File: src/rtl/onehot_demux.sv
// onehot_demux: registered 1-to-N demux, one-hot route, lowest index wins.
// Optional broadcast of multi-hot selects when ONEHOT_DEMUX_BCAST_EN is defined.
//
// Ports:
//   clk_i, rst_ni           clock, async active-low reset
//   in_valid_i/in_ready_o   input handshake
//   in_data_i, sel_i        payload and one-hot route select
//   out_valid_o/out_ready_i per-channel output handshake
//   out_data_o              shared registered payload
//   err_o, err_cnt_o        malformed-select pulse and saturating count
module onehot_demux #(
  parameter int N_OUT  = 4,
  parameter int DATA_W = 8,
  parameter int CNT_W  = 8
) (
  input  logic              clk_i,
  input  logic              rst_ni,
  input  logic              in_valid_i,
  output logic              in_ready_o,
  input  logic [DATA_W-1:0] in_data_i,
  input  logic [N_OUT-1:0]  sel_i,
  output logic [N_OUT-1:0]  out_valid_o,
  input  logic [N_OUT-1:0]  out_ready_i,
  output logic [DATA_W-1:0] out_data_o,
  output logic              err_o,
  output logic [CNT_W-1:0]  err_cnt_o
);

  localparam logic [N_OUT-1:0] ONE = N_OUT'(1);

  logic [N_OUT-1:0]  pend, pend_nxt;
  logic [DATA_W-1:0] data, data_nxt;
  logic              err, err_nxt;
  logic [CNT_W-1:0]  cnt, cnt_nxt;

  logic              ready;
  logic              accept;
  logic              sel_none;
  logic              sel_multi;
  logic              sel_bad;
  logic [N_OUT-1:0]  sel_low;
  logic [N_OUT-1:0]  route;

  // Free once every pending channel is handshaking this cycle.
  assign ready  = rst_ni & ((pend & ~out_ready_i) == '0);
  assign accept = in_valid_i & ready;

  assign sel_none  = (sel_i == '0);
  // Clearing the lowest set bit leaves something only if multi-hot.
  assign sel_multi = |(sel_i & (sel_i - ONE));
  // Two's-complement isolates the lowest set bit.
  assign sel_low   = sel_i & (~sel_i + ONE);

`ifdef ONEHOT_DEMUX_BCAST_EN
  assign route   = sel_i;
  assign sel_bad = sel_none;
`else
  assign route   = sel_low;
  assign sel_bad = sel_none | sel_multi;
`endif

  always_ff @(posedge clk_i or negedge rst_ni) begin
    if (!rst_ni) begin
      pend <= '0;
      data <= '0;
      err  <= 1'b0;
      cnt  <= '0;
    end else begin
      pend <= pend_nxt;
      data <= data_nxt;
      err  <= err_nxt;
      cnt  <= cnt_nxt;
    end
  end

  always_comb begin
    pend_nxt = pend & ~out_ready_i;
    data_nxt = data;
    err_nxt  = 1'b0;
    cnt_nxt  = cnt;
    if (accept) begin
      pend_nxt = route;
      data_nxt = in_data_i;
      if (sel_bad) begin
        err_nxt = 1'b1;
        if (cnt != '1) cnt_nxt = cnt + CNT_W'(1);
      end
    end
  end

  always_comb begin
    in_ready_o  = ready;
    out_valid_o = pend;
    out_data_o  = data;
    err_o       = err;
    err_cnt_o   = cnt;
  end

endmodule

File: config.mk
export PLATFORM = sky130hd
export DESIGN_NAME = onehot_demux
export DESIGN_NICKNAME = d
export VERILOG_FILES = /design/src/rtl/onehot_demux.sv
export SDC_FILE = /design/constraint.sdc
export NUM_CORES = 1
export LEC_CHECK = 0
export CAP_MARGIN = 10
export CORE_MARGIN = 1
export CORE_UTILIZATION = 38
export CTS_CLUSTER_DIAMETER = 30
export CTS_CLUSTER_SIZE = 16
export DETAILED_ROUTE_END_ITERATION = 12
export PLACE_DENSITY = 0.75
export SLEW_MARGIN = 5
export SYNTH_ARGS = -nofsm -noshare
export SYNTH_HDL_FRONTEND = slang
export SYNTH_SLANG_ARGS = --single-unit
File: constraint.sdc
create_clock -name clk_i -period 1.5 [get_ports clk_i]
set_input_delay 0.45 -clock clk_i [delete_from_list [all_inputs] [get_ports clk_i]]
set_output_delay 0.45 -clock clk_i [all_outputs]
set_load 0.03 [all_outputs]
======== Word level (Yosys, flattened, before mapping) ========
Index checks and enable logic that the tools add are counted.
word-level totals
  flip-flop bits (word level) ............. 21
  bits of input ports ..................... 19
  output and inout bits ................... 22
  logic and storage cells ................. 23
operators by class
  add/sub/neg operators ................... 3
  equal/unequal tests ..................... 1
  muxes and demuxes ....................... 3
  bitwise logic cells ..................... 8
  reductions and logical operators ........ 4
operators with widths
  operator                                          count
  AND 4 bit                                         3
  adder 8 x 1 -> 8 bit, second input constant       1
  zero test 4 bit                                   2
  != test 8 bit, second input constant              1
  inverter 4 bit                                    2
  adder 4 x 1 -> 4 bit, second input constant       1
  2-to-1 mux 4 bit                                  1
  OR reduction 4 bit                                1
  subtractor 4 x 1 -> 4 bit, second input constant  1
  AND reduction 3 bit                               1
  AND 1 bit                                         2
  2-to-1 mux 1 bit                                  2
  OR 1 bit                                          1

======== Longest topological paths before layout ========
  depth after elaboration ................. 6
  mapped depth ............................ 6
  depth with buffers taken out ............ 6

======== Worst setup path before layout ========
Ideal clock, no wire load.
  path kind ............................... flip-flop to flip-flop
  from .................................... register pend[2], in the netlist out_valid_o[2]
  to ...................................... register cnt[6], in the netlist err_cnt_o[6]
  setup time .............................. 0.125 ns
  arrival ................................. 1.683 ns
  data required time ...................... 1.375 ns
  slack ................................... -0.308 ns
  cell stages (with the launch flop) ...... 7
  path buffers ............................ 1
  clock period less this slack ............ 1.808 ns
  cell sequence ........................... dfrtp_1 > nor2b_1 > nor4_4 > and3b_1 > buf_6 > nand4_4 > mux2_4
on the way
  word-level cells in the longest chain between the ends .. 5
RTL lines
  what                                  RTL line  source
  from (decl)                           31        logic [N_OUT-1:0] pend, pend_nxt;
  from (signal assigned)                69        pend <= pend_nxt;
  AND 4 bit                             45        assign ready = rst_ni & ((pend & ~out_ready_i) == '0);
  zero test 4 bit                       45
  AND 1 bit                             45
  AND 1 bit                             46        assign accept = in_valid_i & ready;
  AND reduction 3 bit (no source line)  --
  to (signal assigned)                  72        cnt <= cnt_nxt;
  to (decl)                             34        logic [CNT_W-1:0] cnt, cnt_nxt;
No other way between the ends.
A chain may end at the register's enable or synchronous reset.

======== Worst setup path in the final report ========
  from .................................... register pend[1], in the netlist out_valid_o[1]
  to ...................................... output in_ready_o
on the way
  word-level cells in the longest chain between the ends .. 3
RTL lines
  what             RTL line  source
  AND 4 bit        45
  zero test 4 bit  45
  AND 1 bit        45
  to (decl)        19        output logic in_ready_o,
No other way between the ends.

==> results_dict.tcl <==
set metrics [dict create \
    status "finished, violations left" \
    violations "setup timing" \
    critPathKind "register to primary output" \
    clockPowerShare_pct 12.7 \
    die_area_mm2 0.00285 \
    yosysTopAreaCellShare_pct 52.4 \
    reg2reg_depth 6 \
    clk_latency_ns 0.30 \
    synth.avg_cell_area_um2 12.9 \
    dp_hpwl_mm 1.78 \
    ioPinCount 41 \
    setup_slack_ns -0.414 \
    tritoncts "done" \
    grt_pass1_vias 805 \
    ir_worst_vdd_uv 1230 \
    grt_start_max_net_pins 22 \
    crit_path_end_kind "primary output" \
    hp-start "err_cnt_o[7]" \
    vias 867 \
    grt_first_pass_wirelength_mm 3.72 \
    hold_viol 0 \
    slew_headroom_pct 77.1 \
    async_reset_ff_share_pct 100 \
    route.detailed.drc 0 \
    die_h_um 53.4 \
    grt_use_total_pct 18.5 \
    antenna_cells 0 \
    num_rows 18 \
    syn_to_final_growth_pct 71.9 \
    path_max_fanout 2 \
    worst_hold_path_type "register to register" \
    fillerInstances 195 \
    required_ns 1.05 \
    vias_per_cell 4.95 \
    portBuffers 40 \
    p_leak_nw 0.864 \
    cts.path.max_buffers 2 \
    core_mm2 0.00248 \
    setup_viol 22 \
    gp_congestion 0.720 \
    fmax_mhz 522 \
    seqCellArea_um2 532 \
    drtPass1Iterations 4 \
    p_sw_uw 803 \
    drtIter0Drc 10 \
    netlist_top_cells_count "21 x dfrtp_1, 9 x mux2_2, 5 x nand2_1" \
    power_frac_seq_pct 36.8 \
    gr-total-overflow 0 \
    power_density_mw_per_mm2 1240 \
    syn-num-nets 98 \
    htree_levels 1 \
    rrSetupSlack_ns -0.29 \
    fin_tns_setup_ns -4.82 \
    r2r_end "out_data_o[1]" \
    final.setup_skew_ns 0.0141 \
    whs_endpoint "err_cnt_o[7]" \
    die_w_um 53.4 \
    drive_gt1_share_pct 57.9 \
    synth_area_leader_cell "dfrtp_1" \
    wl_per_cell_um 14.8 \
    synth_cells 78 \
    grt_setup_unrepaired "yes" \
    p_sw_share_pct 37.6 \
    worst_pin_slew_ns 0.342 \
    worstHoldPathCells 1 \
    internal-power_mw 1.33 \
    finalWirelength_mm 2.59 \
    power_frac_comb_pct 50.5 \
    multi_input_area_um2 563 \
    ys_warn_count 0 \
    dpl_cell_area_mm2 0.00160 \
    synth_cell_types 32 \
    ys.flop_type "dfrtp_1" \
    clk_pin_slew_ns 0.12 \
    cts_root_buf "clkbuf_4" \
    initial_utilization_pct 40.5 \
    final_area_mm2 0.00173 \
    final_nets 166 \
    synth-seq-cells 21 \
    yosysMostFrequentCell "dfrtp_1" \
    arrival_ns 1.46 \
    antenna_found_initial 0 \
    numClockSinks 21 \
    hold_buffers 0 \
    period_needed_ns 1.91 \
    ys_seq_area_share_pct 52.4 \
    synth_edf_count 0 \
    start_kind "register" \
    synth_area_leaders "dfrtp_1 52%, mux2_2 10%, xnor2_1 2.6%" \
    slew_viol_final 0 \
    syn-cell-area_mm2 0.00100 \
    ant_nets 0 \
    maxCapViolCount 0 \
    finalCritPeriodShare_pct 128 \
    cts_made_buffers 3 \
    rr_startpoint "out_valid_o[1]" \
]
==> cell type report <==
type                       count  share of cell area (%)
multi-input combinational     53                    32.6
timing repair buffer          64                    32.2
sequential                    21                    30.8
tap                           30                    2.18
clock buffer                   4                    1.52
inverter                       3                   0.653
==> sequential cells by signal, indices dropped and copies added, names as in the netlist <==
signal       cells
err_cnt_o        8
out_data_o       8
out_valid_o      4
err_o            1
==> cells by family (layout without fill, tap and decap cells) <==
logic type	Yosys count	in the layout	share of synthesized area (%)
XOR/XNOR	5	5	4.36
AND/OR/NAND/NOR	27	28	19.7
adder cells (fa/ha/maj)	1	1	1.25
AO/OA/AOI/OAI	8	8	6.73
flip-flops	21	21	52.4
multiplexers	11	11	12.6
buffers and inverters	5	71	2.99
==> repair_timing <==
item	CTS	global route
gates resized for setup	46	12
setup buffers	3	2
pin swaps	14	3
cloned	1	0
setup endpoints to repair	33	28
==> worst max-delay path by stage <==
stage / startpoint / to / slack [ns] / cells after the start
after detailed placement: sel_i[2] / err_cnt_o[6] / -0.77 / 6
final: out_valid_o[1] / in_ready_o / -0.41 / 4
after global placement: sel_i[1] / err_cnt_o[6] / -0.76 / 6
after floorplan: out_valid_o[3] / err_cnt_o[6] / -0.24 / 6
after CTS: out_valid_o[1] / in_ready_o / -0.44 / 4
after global routing: out_valid_o[1] / in_ready_o / -0.51 / 4
==> routing by layer <==
layer	vias up	wire length [um]	GRT usage (%)
li1	413	-	-
met1	414	1210	26.2
met2	34	1180	28.1
met3	6	143	2.87
met4	0	51	6.58
met5	-	0	0
==> power by group through the flow <==
stage	Sequential (mW)	Clock, mW	Combinational, mW
2_1_floorplan	1.07	0	0.278
4_1_cts	0.784	0.277	1.05
5_1_grt	0.802	0.304	1.15
3_3_place_gp	0.792	0	0.997
3_5_place_dp	0.796	0	1.02
6_report	0.785	0.271	1.08
==> worst max-delay path, cell delays in order (launching register included) <==
cell and delay [ns]:
dfrtp_1 0.39, and2b_2 0.22, nor4_4 0.25, and2_4 0.19
buf_6 0.12
==> cells in the final DEF (no fill, tap or decap), types with 2 or more instances in the layout <==
cell	count
a21o_1	2
and2b_2	3
buf_4	27
buf_6	10
clkbuf_2	5
clkbuf_4	3
clkdlybuf4s15_2	4
clkdlybuf4s50_1	10
dfrtp_1	16
dfrtp_2	5
dlygate4sd2_1	8
inv_1	3
mux2_4	9
nand2_1	3
nand3_1	2
nor2_1	4
nor2b_4	2
nor4b_2	2
xnor2_1	2
xor2_1	2
==> through the flow <==
step	hold WS (ns)	power [mW]	instances	setup slack (ns)	utilization [%]
4_1_cts	0.519	2.11	173	-0.439	68.9
3_5_place_dp	0.503	1.82	165	-0.772	64.4
5_1_grt	0.550	2.25	175	-0.507	69.6
3_3_place_gp	0.500	1.79	165	-0.758	64.4
6_report	0.523	2.14	175	-0.414	69.6
2_1_floorplan	0.154	1.35	78	-0.236	-
Power figures use the tool's default switching activity.
